$ cat src/rtl/mixcolumn_seq.sv
// Sequential AES MixColumns engine, COLS_PER_CYCLE columns per clock over valid/ready handshakes.
// Define MIXCOL_INV_EN to compile in InvMixColumns, selected per block by in_inv.
module mixcolumn_seq #(
    parameter int COLS_PER_CYCLE = 1
) (
    input  logic         clk,
    input  logic         rst_n,
    input  logic         in_valid,
    output logic         in_ready,
    input  logic [127:0] in_data,
    input  logic         in_inv,
    output logic         out_valid,
    input  logic         out_ready,
    output logic [127:0] out_data,
    output logic         busy
);

    localparam int         NCYC = 4 / COLS_PER_CYCLE;
    localparam logic [1:0] LAST = 2'(NCYC - 1);

    typedef enum logic [1:0] {IDLE, BUSY, DONE} state_t;

    state_t         state_q, state_d;
    logic [1:0]     cnt_q, cnt_d;
    logic [127:0]   cap_q, cap_d;
    logic [127:0]   res_q, res_d;
    logic           inv_q, inv_d;
    logic [127:0]   cap_mix;
    logic [31:0]    col;
    logic           accept;
    int             ci;

    function automatic logic [7:0] xt(input logic [7:0] x);
        return {x[6:0], 1'b0} ^ (x[7] ? 8'h1B : 8'h00);
    endfunction

    function automatic logic [31:0] fwd_col(input logic [31:0] c);
        logic [7:0] a0, a1, a2, a3;
        {a0, a1, a2, a3} = c;
        return {xt(a0) ^ xt(a1) ^ a1 ^ a2 ^ a3,
                a0 ^ xt(a1) ^ xt(a2) ^ a2 ^ a3,
                a0 ^ a1 ^ xt(a2) ^ xt(a3) ^ a3,
                xt(a0) ^ a0 ^ a1 ^ a2 ^ xt(a3)};
    endfunction

`ifdef MIXCOL_INV_EN
    // Multiply by a 4-bit constant as a sum of x, 2x, 4x, 8x.
    function automatic logic [7:0] mulk(input logic [7:0] a, input logic [3:0] k);
        logic [7:0] x2, x4, x8;
        x2 = xt(a);
        x4 = xt(x2);
        x8 = xt(x4);
        return (k[0] ? a : 8'h00) ^ (k[1] ? x2 : 8'h00) ^
               (k[2] ? x4 : 8'h00) ^ (k[3] ? x8 : 8'h00);
    endfunction

    function automatic logic [31:0] inv_col(input logic [31:0] c);
        logic [7:0] a0, a1, a2, a3;
        {a0, a1, a2, a3} = c;
        return {mulk(a0, 4'hE) ^ mulk(a1, 4'hB) ^ mulk(a2, 4'hD) ^ mulk(a3, 4'h9),
                mulk(a0, 4'h9) ^ mulk(a1, 4'hE) ^ mulk(a2, 4'hB) ^ mulk(a3, 4'hD),
                mulk(a0, 4'hD) ^ mulk(a1, 4'h9) ^ mulk(a2, 4'hE) ^ mulk(a3, 4'hB),
                mulk(a0, 4'hB) ^ mulk(a1, 4'hD) ^ mulk(a2, 4'h9) ^ mulk(a3, 4'hE)};
    endfunction
`endif

    // Column units, steered by the counter; finished columns overwrite the capture copy.
    always_comb begin
        cap_mix = cap_q;
        ci      = 0;
        col     = 32'h0;
        for (int k = 0; k < COLS_PER_CYCLE; k++) begin
            ci  = int'(cnt_q) * COLS_PER_CYCLE + k;
            col = cap_q[127 - 32*ci -: 32];
`ifdef MIXCOL_INV_EN
            cap_mix[127 - 32*ci -: 32] = inv_q ? inv_col(col) : fwd_col(col);
`else
            cap_mix[127 - 32*ci -: 32] = fwd_col(col);
`endif
        end
    end

    always_comb begin
        state_d = state_q;
        cnt_d   = cnt_q;
        cap_d   = cap_q;
        res_d   = res_q;
        inv_d   = inv_q;
        accept  = 1'b0;
        case (state_q)
            IDLE: accept = in_valid;
            BUSY: begin
                cap_d = cap_mix;
                if (cnt_q == LAST) begin
                    res_d   = cap_mix;
                    cnt_d   = 2'd0;
                    state_d = DONE;
                end else begin
                    cnt_d = cnt_q + 2'd1;
                end
            end
            DONE: begin
                if (out_ready) begin
                    if (in_valid) accept = 1'b1;
                    else          state_d = IDLE;
                end
            end
            default: state_d = IDLE;
        endcase
        if (accept) begin
            cap_d   = in_data;
            cnt_d   = 2'd0;
            state_d = BUSY;
`ifdef MIXCOL_INV_EN
            inv_d   = in_inv;
`endif
        end
    end

    always_ff @(posedge clk or negedge rst_n) begin
        if (!rst_n) begin
            state_q <= IDLE;
            cnt_q   <= 2'd0;
            res_q   <= 128'h0;
        end else begin
            state_q <= state_d;
            cnt_q   <= cnt_d;
            res_q   <= res_d;
        end
    end

`ifdef MIXCOL_INV_EN
    always_ff @(posedge clk or negedge rst_n) begin
        if (!rst_n) inv_q <= 1'b0;
        else        inv_q <= inv_d;
    end
`else
    assign inv_q = 1'b0;
    logic unused_inv;
    assign unused_inv = in_inv | inv_d;
`endif

    // Capture copy is pure data; its contents are meaningless outside BUSY.
    always_ff @(posedge clk) begin
        cap_q <= cap_d;
    end

    assign in_ready  = rst_n && ((state_q == IDLE) || ((state_q == DONE) && out_ready));
    assign out_valid = (state_q == DONE);
    assign busy      = (state_q == BUSY);
    assign out_data  = res_q;

endmodule

$ cat config.mk
export PLATFORM = sky130hd
export DESIGN_NAME = mixcolumn_seq
export DESIGN_NICKNAME = d
export VERILOG_FILES = /design/src/rtl/mixcolumn_seq.sv
export SDC_FILE = /design/constraint.sdc
export NUM_CORES = 1
export LEC_CHECK = 0
export BUFFER_PORTS_ARGS = -buffer_cell sky130_fd_sc_hd__buf_2
export CORE_ASPECT_RATIO = 0.8
export CORE_MARGIN = 4
export CORE_UTILIZATION = 40
export CTS_BUF_LIST = sky130_fd_sc_hd__clkbuf_8
export DETAILED_ROUTE_END_ITERATION = 10
export GPL_TIMING_DRIVEN = 0
export PLACE_DENSITY = 0.65
export REMOVE_ABC_BUFFERS = 1
export SLEW_MARGIN = 20
export SYNTH_ARGS = -nofsm -noshare
export SYNTH_HDL_FRONTEND = slang
export SYNTH_SLANG_ARGS = --single-unit
$ cat constraint.sdc
create_clock -name clk -period 4.27 [get_ports clk]
set_input_delay 0.427 -clock clk [delete_from_list [all_inputs] [get_ports clk]]
set_output_delay 0.427 -clock clk [all_outputs]
set_load 0.01 [all_outputs]
# Word-level counts from Yosys, hierarchy flattened
# Index checks and enable logic that the tools add are counted.
[op_classes] addsub=3 mul=0 n_div=0 order_cmp=0 eq_ne=7 n_shift=3 n_mux=18 bitwise_logic=20 n_reduce_logical=7
[ops] operator="$mux W128" n=2
[ops] operator="$shift A32 B33 Y159 const A" n=1
[ops] operator="$shiftx A159 B8 Y32" n=1
[ops] operator="$shiftx A32 B33 Y159" n=1
[ops] operator="$bwmux W128" n=1
[ops] operator="$xor A8 B8 Y8" n=16
[ops] operator="$neg A8 Y33" n=1
[ops] operator="$xor A8 B5 Y8" n=4
[ops] operator="$mux W5" n=4
[ops] operator="$mux W2" n=7
[ops] operator="$sub A7 B7 Y8 const A" n=1
[ops] operator="$ne A3 B1 Y1 const B" n=2
[ops] operator="$pmux W2 S3" n=1
[ops] operator="$eq A2 B2 Y1 const B" n=2
[ops] operator="$reduce_and A4 Y1" n=1
[ops] operator="$ne A3 B2 Y1 const B" n=1
[ops] operator="$add A2 B1 Y2 const B" n=1
[ops] operator="$eq A2 B1 Y1 const B" n=1
[ops] operator="$logic_and A1 B1 Y1" n=2
[ops] operator="$logic_not A2 Y1" n=1
[ops] operator="$mux W1" n=2
[ops] operator="$ne A2 B2 Y1 const B" n=1
[ops] operator="$pmux W1 S2" n=1
[ops] operator="$reduce_and A2 Y1" n=1
[ops] operator="2 further kinds" n=2
[totals] reg_bits=260 latchBits=0 ram_bits=0 mem_bits_ro=0 inputBits=133 output_inout_bits=131 elab_cells=62 n_memories=0

# Logic depth before layout (Yosys ltp)
# Gate-level depths: netlist (run 1).
[logic_depth] word_depth=12 ltp_mapped=8 ltp_nobuf=5

# Worst setup path after synthesis (run 1)
# Ideal clock, no wire load.
[synth_path] kind="register -> register" from="reg state_q[1]" to="reg cap_q[0] (enable)" setup_time_ns=0.492 arrival_time_ns=4.058 required_ns=3.778 path_slack_ns=-0.279 stages_incl_launch_ff=6 path_buffers=2 synth_period_minus_slack_ns=4.549 cell_sequence="dfrtp_1 > nor2b_1 > or3b_2 > clkbuf_1 > clkbuf_1 > nand2_1"
[synth_via] elab_chain_cells=3 word_cells_on_any_way=5 classes_between="2 x eq/ne; 1 x mux; 2 x reduce/logical"
[synth_rtl] element="start: declaration" line_no="23" rtl="state_t state_q, state_d;"
[synth_rtl] element="start signal: assignment" line_no="126" rtl="state_q <= state_d;"
[synth_rtl] element="$eq A2 B2 Y1 or $logic_not A2 Y1 (tied branches)" line_no="90" rtl="case (state_q)"
[synth_rtl] element="$pmux W1 S2" line_no="90"
[synth_rtl] element="$reduce_bool A2 Y1 (no line) *"
[synth_rtl] element="end signal: assignment" line_no="145" rtl="cap_q <= cap_d;"
[synth_rtl] element="end: declaration" line_no="25" rtl="logic [127:0] cap_q, cap_d;"
# Every way passes the cells marked *; elsewhere a longest branch is shown, timed or not.
# A chain may end at the register's enable or synchronous reset.

# Worst setup path after layout (run 1)
[layout_path] from="reg cnt_q[0]" to="reg cap_q[84] (data pin)"
[layout_via] elab_chain_cells=12 word_cells_on_any_way=32 classes_between="2 x add/sub; 3 x shift; 7 x mux; 20 x bitwise"
[layout_rtl] element="start: declaration" line_no="24" rtl="logic [1:0] cnt_q, cnt_d;"
[layout_rtl] element="start signal: assignment" line_no="127" rtl="cnt_q <= cnt_d;"
[layout_rtl] element="$sub A7 B7 Y8 *" line_no="74, 78"
[layout_rtl] element="$shiftx A159 B8 Y32" line_no="74" rtl="col = cap_q[127 - 32*ci -: 32];"
[layout_rtl] element="$mux W5" line_no="34" rtl="return {x[6:0], 1'b0} ^ (x[7] ? 8'h1B : 8'h00);"
[layout_rtl] element="$xor A8 B5 Y8" line_no="34"
[layout_rtl] element="$xor A8 B8 Y8 (on tied branches) (4 in series)" line_no="43, 40, 41"
[layout_rtl] element="$shiftx A32 B33 Y159" line_no="78" rtl="cap_mix[127 - 32*ci -: 32] = fwd_col(col);"
[layout_rtl] element="$bwmux W128 *" line_no="78"
[layout_rtl] element="$mux W128 *" line_no="90"
[layout_rtl] element="$mux W128 *" line_no="110" rtl="if (accept) begin"
[layout_rtl] element="via cap_d[84]" line_no="25"
# Mark *: on every way through the listed nets, which the timed path passes. The rest lies on a longest branch. The select of a mux whose other input is x is not followed.

==> metrics, run 1 <==
result of the run=complete, no violations; initial core utilization=40.6%; reg-to-reg slack, setup=0.86 ns; H-tree level count=2; main flop type after synthesis=sky130_fd_sc_hd__dfrtp_1; most frequent standard cell in the layout excluding fill and tap cells=sky130_fd_sc_hd__buf_2; maximum count of clock buffers along a single path=3; final worst-path cycle share=80.0%; total number of placement rows=60; Synth cell types=33; launching element of the worst setup path=cnt_q[0]; Total Nets Final=1532; r2r startpoint=cnt_q[0]; routing usage on met2=36.8%; adder-cell area share of the yosys netlist=0.366%; pin count of the biggest net entering global routing=67; proportion of synthesized chip area in sequential cells=52.3%; delay of the slowest cell on the worst path=0.71 ns; clock latency reported for the late side of the worst-skew pair=0.58 ns; met3 global-route usage=5.31%; remaining antenna violation count after routing=0; Hold Path Stages=2; combinational family with the most area after synthesis=compound AO/OA/AOI/OAI gates; final global-route overflow total=0; number of vias in the routed layout=11200; DRC violation count after routing=0; I/O Pins=264; number of setup violations in the final report=0; CTS-repair resized insts=0; endpoint of the most critical setup path=cap_q[84]; Fmax=293 MHz; routed len/inst=24.6 um; final count of hold timing violations=0; crit path cell chain=buf_12, mux4_2, xor2_1, xnor3_1, o221ai_1; WL final=45800 um; destination of the worst register-to-register timing path=cap_q[84]; post-synthesis instance total=1139; highest-count cells in the layout ignoring fill and taps=sky130_fd_sc_hd__buf_2 (261), sky130_fd_sc_hd__nand2_1 (226), sky130_fd_sc_hd__o221ai_1 (192); relative area change from synthesis to final layout=22.9%; root buffer cell=sky130_fd_sc_hd__clkbuf_8; final-layout setup total negative slack=0 ns; antenna fix cells=0; number of flops mapped to enable cells by yosys=128; number of max-cap violations=0; via/cell ratio=5.98; total routing resource utilization after global routing=24.0%; fraction of layout cells with a size suffix above 1=30.3%; GP Congestion=0.771; routing layer with the top usage in global route=met2; number of DRC markers after the initial detailed-route iteration=1383; class of the tightest hold or removal check=in2reg; Synth async-reset ratio=50.8%; Post-Synth XOR/XNOR Area=10.4%; normalized max-slew margin=37.4%; startpoint type of the worst setup path=flop; setup repair bufs after CTS=0; number of iterations in the first detailed-routing pass=7; maximum net fanout on the critical path=23; post-synthesis simple-gate area fraction=12.3%; Post-Route Hold Slack=0.0587 ns; number of CTS-inserted buffers=45; worst slew pin tran=0.936 ns; register bit count reported by yosys=260; mux share of post-synthesis cell area=5.28%; Clock Sinks=260; r2r worst-path depth=5; area of the mapped netlist=13700 um^2; RSZ-0062 raised after global routing=no; area of the die=37200 um^2; GR Layer Usage met1=35.7%; clock tree skew after final layout=0.0377 ns; min cycle time layout=3.41 ns; Setup Crit Path Kind=reg2reg; CTS clk-pin slew, worst paths=0.06 ns; Finished Cell Area=16800 um^2; Synth Area in Compound Gates=16.3%; Die X-Extent=215 um; number of max-slew violations in the final report=0; Worst Setup End Kind=flop; Die Ht=173 um; Synth Area per Inst=12.0 um^2; global-route wire length before repair=69700 um; final cell utilization of the core=49.9%; TritonCTS clock tree=built; DP Wirelength=32000 um; fill count=3029; synth warn=0; vias in the first global route=11100; Crit path arrival time=3.82 ns; core outline area=33600 um^2; dpl cell area=15900 um^2; cell with the largest stage delay on the worst path=sky130_fd_sc_hd__dfrtp_4; count of buffers from port buffering=262; Crit path required time=4.67 ns; initial antenna violation count=0
==> how the worst min path moves through the flow <==
stage,start,slack (ns),to
floorplan,rst_n,0.13,cnt_q[0]
global placement,out_data[19],0.46,out_data[19]
detailed placement,rst_n,0.35,out_data[29]
CTS,out_ready,0.02,state_q[1]
global route,out_ready,0.05,state_q[1]
finish,out_ready,0.06,state_q[1]
==> sequential cells by signal (all words and copies together) (netlist names) <==
signal    flops
out_data    128
state_q       2
cap_q       128
cnt_q         2
==> worst max-delay path: cells and delay by family (launching register included) <==
kind	cells	cell delay [ns]
XOR/XNOR	2	1.36
multiplexers	1	0.65
flip-flops	1	0.71
AO/OA/AOI/OAI	1	0.25
buffers and inverters	1	0.28
==> synthesized netlist by cell type (2+ instances only) <==
library cell	n	area share, %
sky130_fd_sc_hd__nand2b_1	97	4.4
sky130_fd_sc_hd__buf_2	4	0.15
sky130_fd_sc_hd__clkbuf_1	88	2.4
sky130_fd_sc_hd__o22ai_1	32	1.5
sky130_fd_sc_hd__nor2_1	34	0.93
sky130_fd_sc_hd__mux4_2	32	5.3
sky130_fd_sc_hd__nand2_1	234	6.4
sky130_fd_sc_hd__inv_1	5	0.14
sky130_fd_sc_hd__buf_4	2	0.11
sky130_fd_sc_hd__a21oi_1	34	1.2
sky130_fd_sc_hd__xor3_1	5	0.87
sky130_fd_sc_hd__xnor2_2	15	1.8
sky130_fd_sc_hd__xnor2_4	3	0.60
sky130_fd_sc_hd__ha_1	4	0.37
sky130_fd_sc_hd__dfrtp_1	132	24
sky130_fd_sc_hd__edfxtp_1	128	28
sky130_fd_sc_hd__nand4_1	2	0.092
sky130_fd_sc_hd__xnor2_1	6	0.38
sky130_fd_sc_hd__xnor3_1	38	6.3
sky130_fd_sc_hd__nor3b_1	2	0.11
sky130_fd_sc_hd__xor2_1	5	0.32
sky130_fd_sc_hd__o221ai_1	192	12
sky130_fd_sc_hd__and3_1	3	0.14
sky130_fd_sc_hd__buf_6	2	0.16
sky130_fd_sc_hd__o21ai_0	32	1.2
==> what timing repair did <==
| action | in CTS | in global routing |
|---|---|---|
| hold endpoints to repair | 44 | 0 |
| endpoints found under the setup margin | 0 | 0 |
| hold buffers | 1 | 0 |
==> cell families after synthesis <==
group	count (synthesis)
AND/OR/NAND/NOR	376
buffers and inverters	102
AO/OA/AOI/OAI	292
XOR/XNOR	73
multiplexers	32
flip-flops	260
adder cells (fa/ha/maj)	4
==> routing by layer <==
layer  wire length [um]  part of all wire [%]
met5                  0                     0
met4                631                   1.4
met3               4350                   9.5
met2              20600                    45
met1              20300                    44
==> cell type report <==
class / count / area, um^2 / share of cell area [%]
clock buffers: 54 / 743 / 4.43
clock inverters: 29 / 149 / 0.887
inverters: 5 / 18.8 / 0.112
multi-input cells: 777 / 6150 / 36.6
flip-flops and latches: 260 / 7150 / 42.6
well taps: 434 / 543 / 3.24
repair buffers: 306 / 2030 / 12.1
==> stage by stage <==
step | worst slack (ns) | cells
after floorplan | -9.11 | 1042
after global placement | -17.42 | 1738
after detailed placement | 0.774 | 1781
after CTS | 0.776 | 1865
after global routing | 0.614 | 1865
final | 0.855 | 1865
Power of run 1 is left out: the tool's default activity adds up to more than one toggle a clock period on the data nets, which glitch-free logic cannot reach.
==> run 2, diff against run 1 <==
Settings changed: PLACE_DENSITY 0.65 to 0.63.
Clock period 4.27 ns to 3.55 ns, I/O delays scaled along.
==> metrics, run 2 (synthesis gave the netlist of run 1 again) <==
number of iterations in the first detailed-routing pass=5 (was 7); Die X-Extent=215 um (unchanged); Crit path arrival time=3.59 ns (was 3.82 ns); final count of hold timing violations=0 (unchanged); remaining antenna violation count after routing=0 (unchanged); maximum net fanout on the critical path=23 (unchanged); final global-route overflow total=0 (unchanged); I/O Pins=264 (unchanged); global-route wire length before repair=69800 um (was 69700 um); number of max-cap violations=0 (unchanged); final cell utilization of the core=50.1% (was 49.9%); routed len/inst=24.6 um (about the same); buffering stage count on the worst path with inverters included=1 (unchanged); cell with the largest stage delay on the worst path=sky130_fd_sc_hd__dfrtp_4 (unchanged); via/cell ratio=5.93 (was 5.98); number of DRC markers after the initial detailed-route iteration=1109 (was 1383); DP Wirelength=31600 um (was 32000 um); Worst Setup End Kind=flop (unchanged); area of the die=37200 um^2 (unchanged); most frequent standard cell in the layout excluding fill and tap cells=sky130_fd_sc_hd__buf_2 (unchanged); fraction of layout cells with a size suffix above 1=31.0% (was 30.3%); Fmax=303 MHz (was 293 MHz); total number of placement rows=60 (unchanged); min cycle time layout=3.30 ns (was 3.41 ns); class of the tightest hold or removal check=in2reg (unchanged); number of vias in the routed layout=11100 (was 11200); Finished Cell Area=16800 um^2 (about the same); category of cells accounting for the largest share of critical-path delay=XOR/XNOR gates (unchanged); pin count of the biggest net entering global routing=73 (was 67); result of the run=complete, no violations (unchanged); worst slew pin tran=0.851 ns (was 0.936 ns); Register Area=7150 um^2 (unchanged); Total Nets Final=1531 (was 1532); total area of multi-input combinational cells=6150 um^2 (about the same); H-tree level count=2 (unchanged); count of buffers from port buffering=262 (unchanged); fill count=3084 (was 3029); initial antenna violation count=2 (was 0); dpl cell area=15800 um^2 (was 15900 um^2); Setup Crit Path Kind=reg2reg (unchanged); WL final=45700 um (was 45800 um); count of placed standard cells including taps=1781 (unchanged); DRC violation count after routing=0 (unchanged); clock tree skew after final layout=0.0248 ns (was 0.0377 ns); highest-count cells in the layout ignoring fill and taps=sky130_fd_sc_hd__buf_2 (261), sky130_fd_sc_hd__nand2_1 (226), sky130_fd_sc_hd__o221ai_1 (192) (unchanged); startpoint type of the worst setup path=flop (unchanged); normalized max-slew margin=43.1% (was 37.4%); Crit path required time=3.84 ns (was 4.67 ns); total routing resource utilization after global routing=24.1% (was 24.0%); vias in the first global route=11200 (was 11100); initial core utilization=40.6% (unchanged); maximum count of clock buffers along a single path=3 (unchanged); root buffer cell=sky130_fd_sc_hd__clkbuf_8 (unchanged); GP Congestion=0.767 (was 0.771); number of max-slew violations in the final report=0 (unchanged); clock latency reported for the late side of the worst-skew pair=0.58 ns (about the same); Die Ht=173 um (unchanged); number of CTS-inserted buffers=43 (was 45); final worst-path cycle share=92.9% (was 80.0%); crit path cell chain=buf_12, mux4_2, xnor3_1, xor2_1, o221ai_1 (was buf_12, mux4_2, xor2_1, xnor3_1, o221ai_1); CTS clk-pin slew, worst paths=0.07 ns (was 0.06 ns); antenna fix cells=0 (unchanged); RSZ-0062 raised after global routing=no (unchanged); TritonCTS clock tree=built (unchanged); relative area change from synthesis to final layout=23.3% (was 22.9%); core outline area=33600 um^2 (unchanged); Cell Count, Final, Fillers Out=1862 (was 1865); Clock Sinks=260 (unchanged); number of setup violations in the final report=0 (unchanged); delay of the slowest cell on the worst path=0.71 ns (about the same)
run 2: path summary, 6_finish.rpt:
path / cells past startpoint / slack [ns] / to / start
worst max register to register: 5 / 0.25 / cap_q[82] / cnt_q[0]
worst min-delay path: 3 / 0.06 / cap_q[89] / in_data[89]
worst min register to register: 2 / 0.47 / out_data[24] / out_data[24]
max in group asynchronous: 3 / 2.42 / out_data[16] / rst_n
worst max-delay path: 5 / 0.25 / cap_q[82] / cnt_q[0]
min in group asynchronous: 2 / 0.31 / out_data[93] / rst_n
run 2: layer usage:
metal	global-route usage (%)	up-vias	part of all wire, %
li1	-	4902	-
met1	37.2	5550	46
met2	35.1	523	44
met3	4.84	73	8.1
met4	5.51	2	1.9
met5	0	-	0.028
run 2: timing repair:
action                                  in CTS  in global routing
resized for setup                            0                  1
setup buffers                                0                  0
hold buffers                                 2                  0
endpoints found under the setup margin       0                  7
endpoints found under the hold margin       62                  0
run 2: tightest hold or removal path, delay by kind of cell:
family	cells	cell delay, ns
AOI/OAI and AO/OA	1	0.06
buffers and inverters	1	0.08
and+or+nand+nor	1	0.04
run 2: final cells by class:
| class | count | share of cell area (%) |
|---|---|---|
| tap | 434 | 3.22 |
| inverter | 5 | 0.111 |
| clock inverter | 20 | 0.981 |
| sequential | 260 | 42.5 |
| multi-input combinational | 777 | 36.5 |
| timing repair buffer | 307 | 11.8 |
| clock buffer | 59 | 4.82 |
run 2: stage by stage:
stage                     hold WS (ns)  setup slack (ns)  TNS [ns]
after CTS                       0.0203            0.0242         0
after floorplan                 0.0594             -9.83  -1648.68
after global routing            0.0467             0.110         0
after global placement           0.456            -18.56  -3412.00
after detailed placement         0.334             0.105         0
final                           0.0623             0.253         0
Power of run 2 is left out for the same reason.
==> run 3, diff against run 2 <==
Settings changed: CELL_PAD_IN_SITES_DETAIL_PLACEMENT from default to 1, CELL_PAD_IN_SITES_GLOBAL_PLACEMENT from default to 1, PLACE_DENSITY 0.63 to 0.76.
==> metrics, run 3 (synthesis gave the netlist of run 1 again) <==
Worst Setup End Kind=flop (unchanged); Setup Crit Path Kind=reg2reg (unchanged); maximum count of clock buffers along a single path=3 (unchanged); Register Area=7150 um^2 (unchanged); highest-count cells in the layout ignoring fill and taps=sky130_fd_sc_hd__buf_2 (261), sky130_fd_sc_hd__nand2_1 (226), sky130_fd_sc_hd__o221ai_1 (192) (unchanged); RSZ-0062 raised after global routing=no (unchanged); fraction of layout cells with a size suffix above 1=30.0% (was 31.0%); Crit path arrival time=3.72 ns (was 3.59 ns); class of the tightest hold or removal check=in2reg (unchanged); startpoint type of the worst setup path=flop (unchanged); relative area change from synthesis to final layout=22.4% (was 23.3%); root buffer cell=sky130_fd_sc_hd__clkbuf_8 (unchanged); H-tree level count=2 (unchanged); cell with the largest stage delay on the worst path=sky130_fd_sc_hd__dfrtp_2 (was sky130_fd_sc_hd__dfrtp_4); critical hold path startpoint=in_data[83] (was in_data[89]); Crit path required time=3.91 ns (was 3.84 ns); TritonCTS clock tree=built (unchanged); via/cell ratio=6.05 (was 5.93); fill count=3587 (was 3084); dpl cell area=15900 um^2 (was 15800 um^2); min cycle time layout=3.36 ns (was 3.30 ns); core outline area=33600 um^2 (unchanged); pin count of the biggest net entering global routing=72 (was 73); normalized max-slew margin=47.7% (was 43.1%); initial antenna violation count=2 (unchanged); clock latency reported for the late side of the worst-skew pair=0.57 ns (was 0.58 ns); remaining antenna violation count after routing=0 (unchanged); antenna fix cells=0 (unchanged); total number of placement rows=60 (unchanged); global-route wire length before repair=75700 um (was 69800 um); delay of the slowest cell on the worst path=0.65 ns (was 0.71 ns); initial core utilization=40.6% (unchanged); vias in the first global route=12100 (was 11200); r2r worst-path depth=8 (was 5); r2r startpoint=cnt_q[1] (was cnt_q[0]); cell type with the highest occurrence count on the critical path=sky130_fd_sc_hd__buf_16; number of iterations in the first detailed-routing pass=5 (unchanged); worst slew pin tran=0.782 ns (was 0.851 ns); reg-to-reg slack, setup=0.19 ns (was 0.25 ns); count of buffers from port buffering=262 (unchanged); DP Wirelength=34500 um (was 31600 um); total routing resource utilization after global routing=26.1% (was 24.1%); final count of hold timing violations=0 (unchanged); destination of the worst register-to-register timing path=cap_q[77] (was cap_q[82]); result of the run=complete, no violations (unchanged); category of cells accounting for the largest share of critical-path delay=buffers and inverters (was XOR/XNOR gates); buffering stage count on the worst path with inverters included=4 (was 1); Hold Path Stages=3 (unchanged); Die X-Extent=215 um (unchanged); total area of multi-input combinational cells=6150 um^2 (unchanged); most frequent standard cell in the layout excluding fill and tap cells=sky130_fd_sc_hd__buf_2 (unchanged); Die Ht=173 um (unchanged); routed len/inst=26.4 um (was 24.6 um); number of DRC markers after the initial detailed-route iteration=1087 (was 1109); clock tree skew after final layout=0.0241 ns (was 0.0248 ns); setup repair bufs after CTS=0 (unchanged); Clock Sinks=260 (unchanged); number of setup violations in the final report=0 (unchanged); crit path cell chain=buf_16, inv_1, ha_2, buf_16, and3_1, nand2_2, buf_16, o221ai_1 (was buf_12, mux4_2, xnor3_1, xor2_1, o221ai_1); CTS clk-pin slew, worst paths=0.07 ns (about the same); WL final=49200 um (was 45700 um); Fmax=297 MHz (was 303 MHz); final global-route overflow total=0 (unchanged); number of max-slew violations in the final report=0 (unchanged); GP Congestion=0.768 (was 0.767); path length in cells of the critical path=8 (was 5); area of the die=37200 um^2 (unchanged); maximum net fanout on the critical path=20 (was 23); endpoint of the most critical setup path=cap_q[77] (was cap_q[82]); DRC violation count after routing=0 (unchanged); number of vias in the routed layout=11300 (was 11100); Total Nets Final=1533 (was 1531); number of max-cap violations=0 (unchanged); launching element of the worst setup path=cnt_q[1] (was cnt_q[0]); number of CTS-inserted buffers=44 (was 43); Finished Cell Area=16700 um^2 (was 16800 um^2); final worst-path cycle share=94.7% (was 92.9%); I/O Pins=264 (unchanged)
run 3: how the worst min path moves through the flow:
| stage | to | slack, ns |
|---|---|---|
| CTS | cap_q[46] | 0.04 |
| finish | cap_q[83] | 0.07 |
| global route | cap_q[83] | 0.06 |
| detailed placement | out_data[109] | 0.36 |
| global placement | out_data[28] | 0.46 |
| floorplan | cnt_q[0] | 0.06 |
run 3: area by class of cell:
class,count,share of cell area (%)
clock buffer,52,4.28
clock inverter,28,0.651
inverter,5,0.112
multi-input combinational,777,36.8
sequential,260,42.8
tap,434,3.25
timing repair buffer,308,12.1
run 3: repair_timing:
action                                  4_1_cts  5_1_grt
endpoints found under the setup margin        0        1
hold endpoints to repair                     66        0
gates resized for setup                       0        1
hold buffers                                  2        0
run 3: tightest hold or removal path, stage by stage:
cell	delay, ns
sky130_fd_sc_hd__buf_2	0.08
sky130_fd_sc_hd__nand2_1	0.04
sky130_fd_sc_hd__o221ai_1	0.05
run 3: per-stage QoR:
stage | hold WS (ns) | cells | TNS, ns | worst slack [ns] | utilization (%)
2_1_floorplan | 0.0594 | 1042 | -1648.68 | -9.83 | -
3_3_place_gp | 0.456 | 1738 | -3455.91 | -19.14 | 45.0
3_5_place_dp | 0.362 | 1782 | 0 | 0.104 | 47.2
4_1_cts | 0.0405 | 1864 | 0 | 0.0526 | 49.7
5_1_grt | 0.0593 | 1864 | 0 | 0.104 | 49.7
6_report | 0.0716 | 1864 | 0 | 0.188 | 49.7
run 3: per-layer routing:
metal	vias up	part of all wire [%]	GRT usage (%)
met5	-	0.026	0
met4	2	2.0	6.10
met3	84	7.2	5.01
met2	501	46	41.0
met1	5803	45	37.9
li1	4889	-	-
Power of run 3 is left out for the same reason.
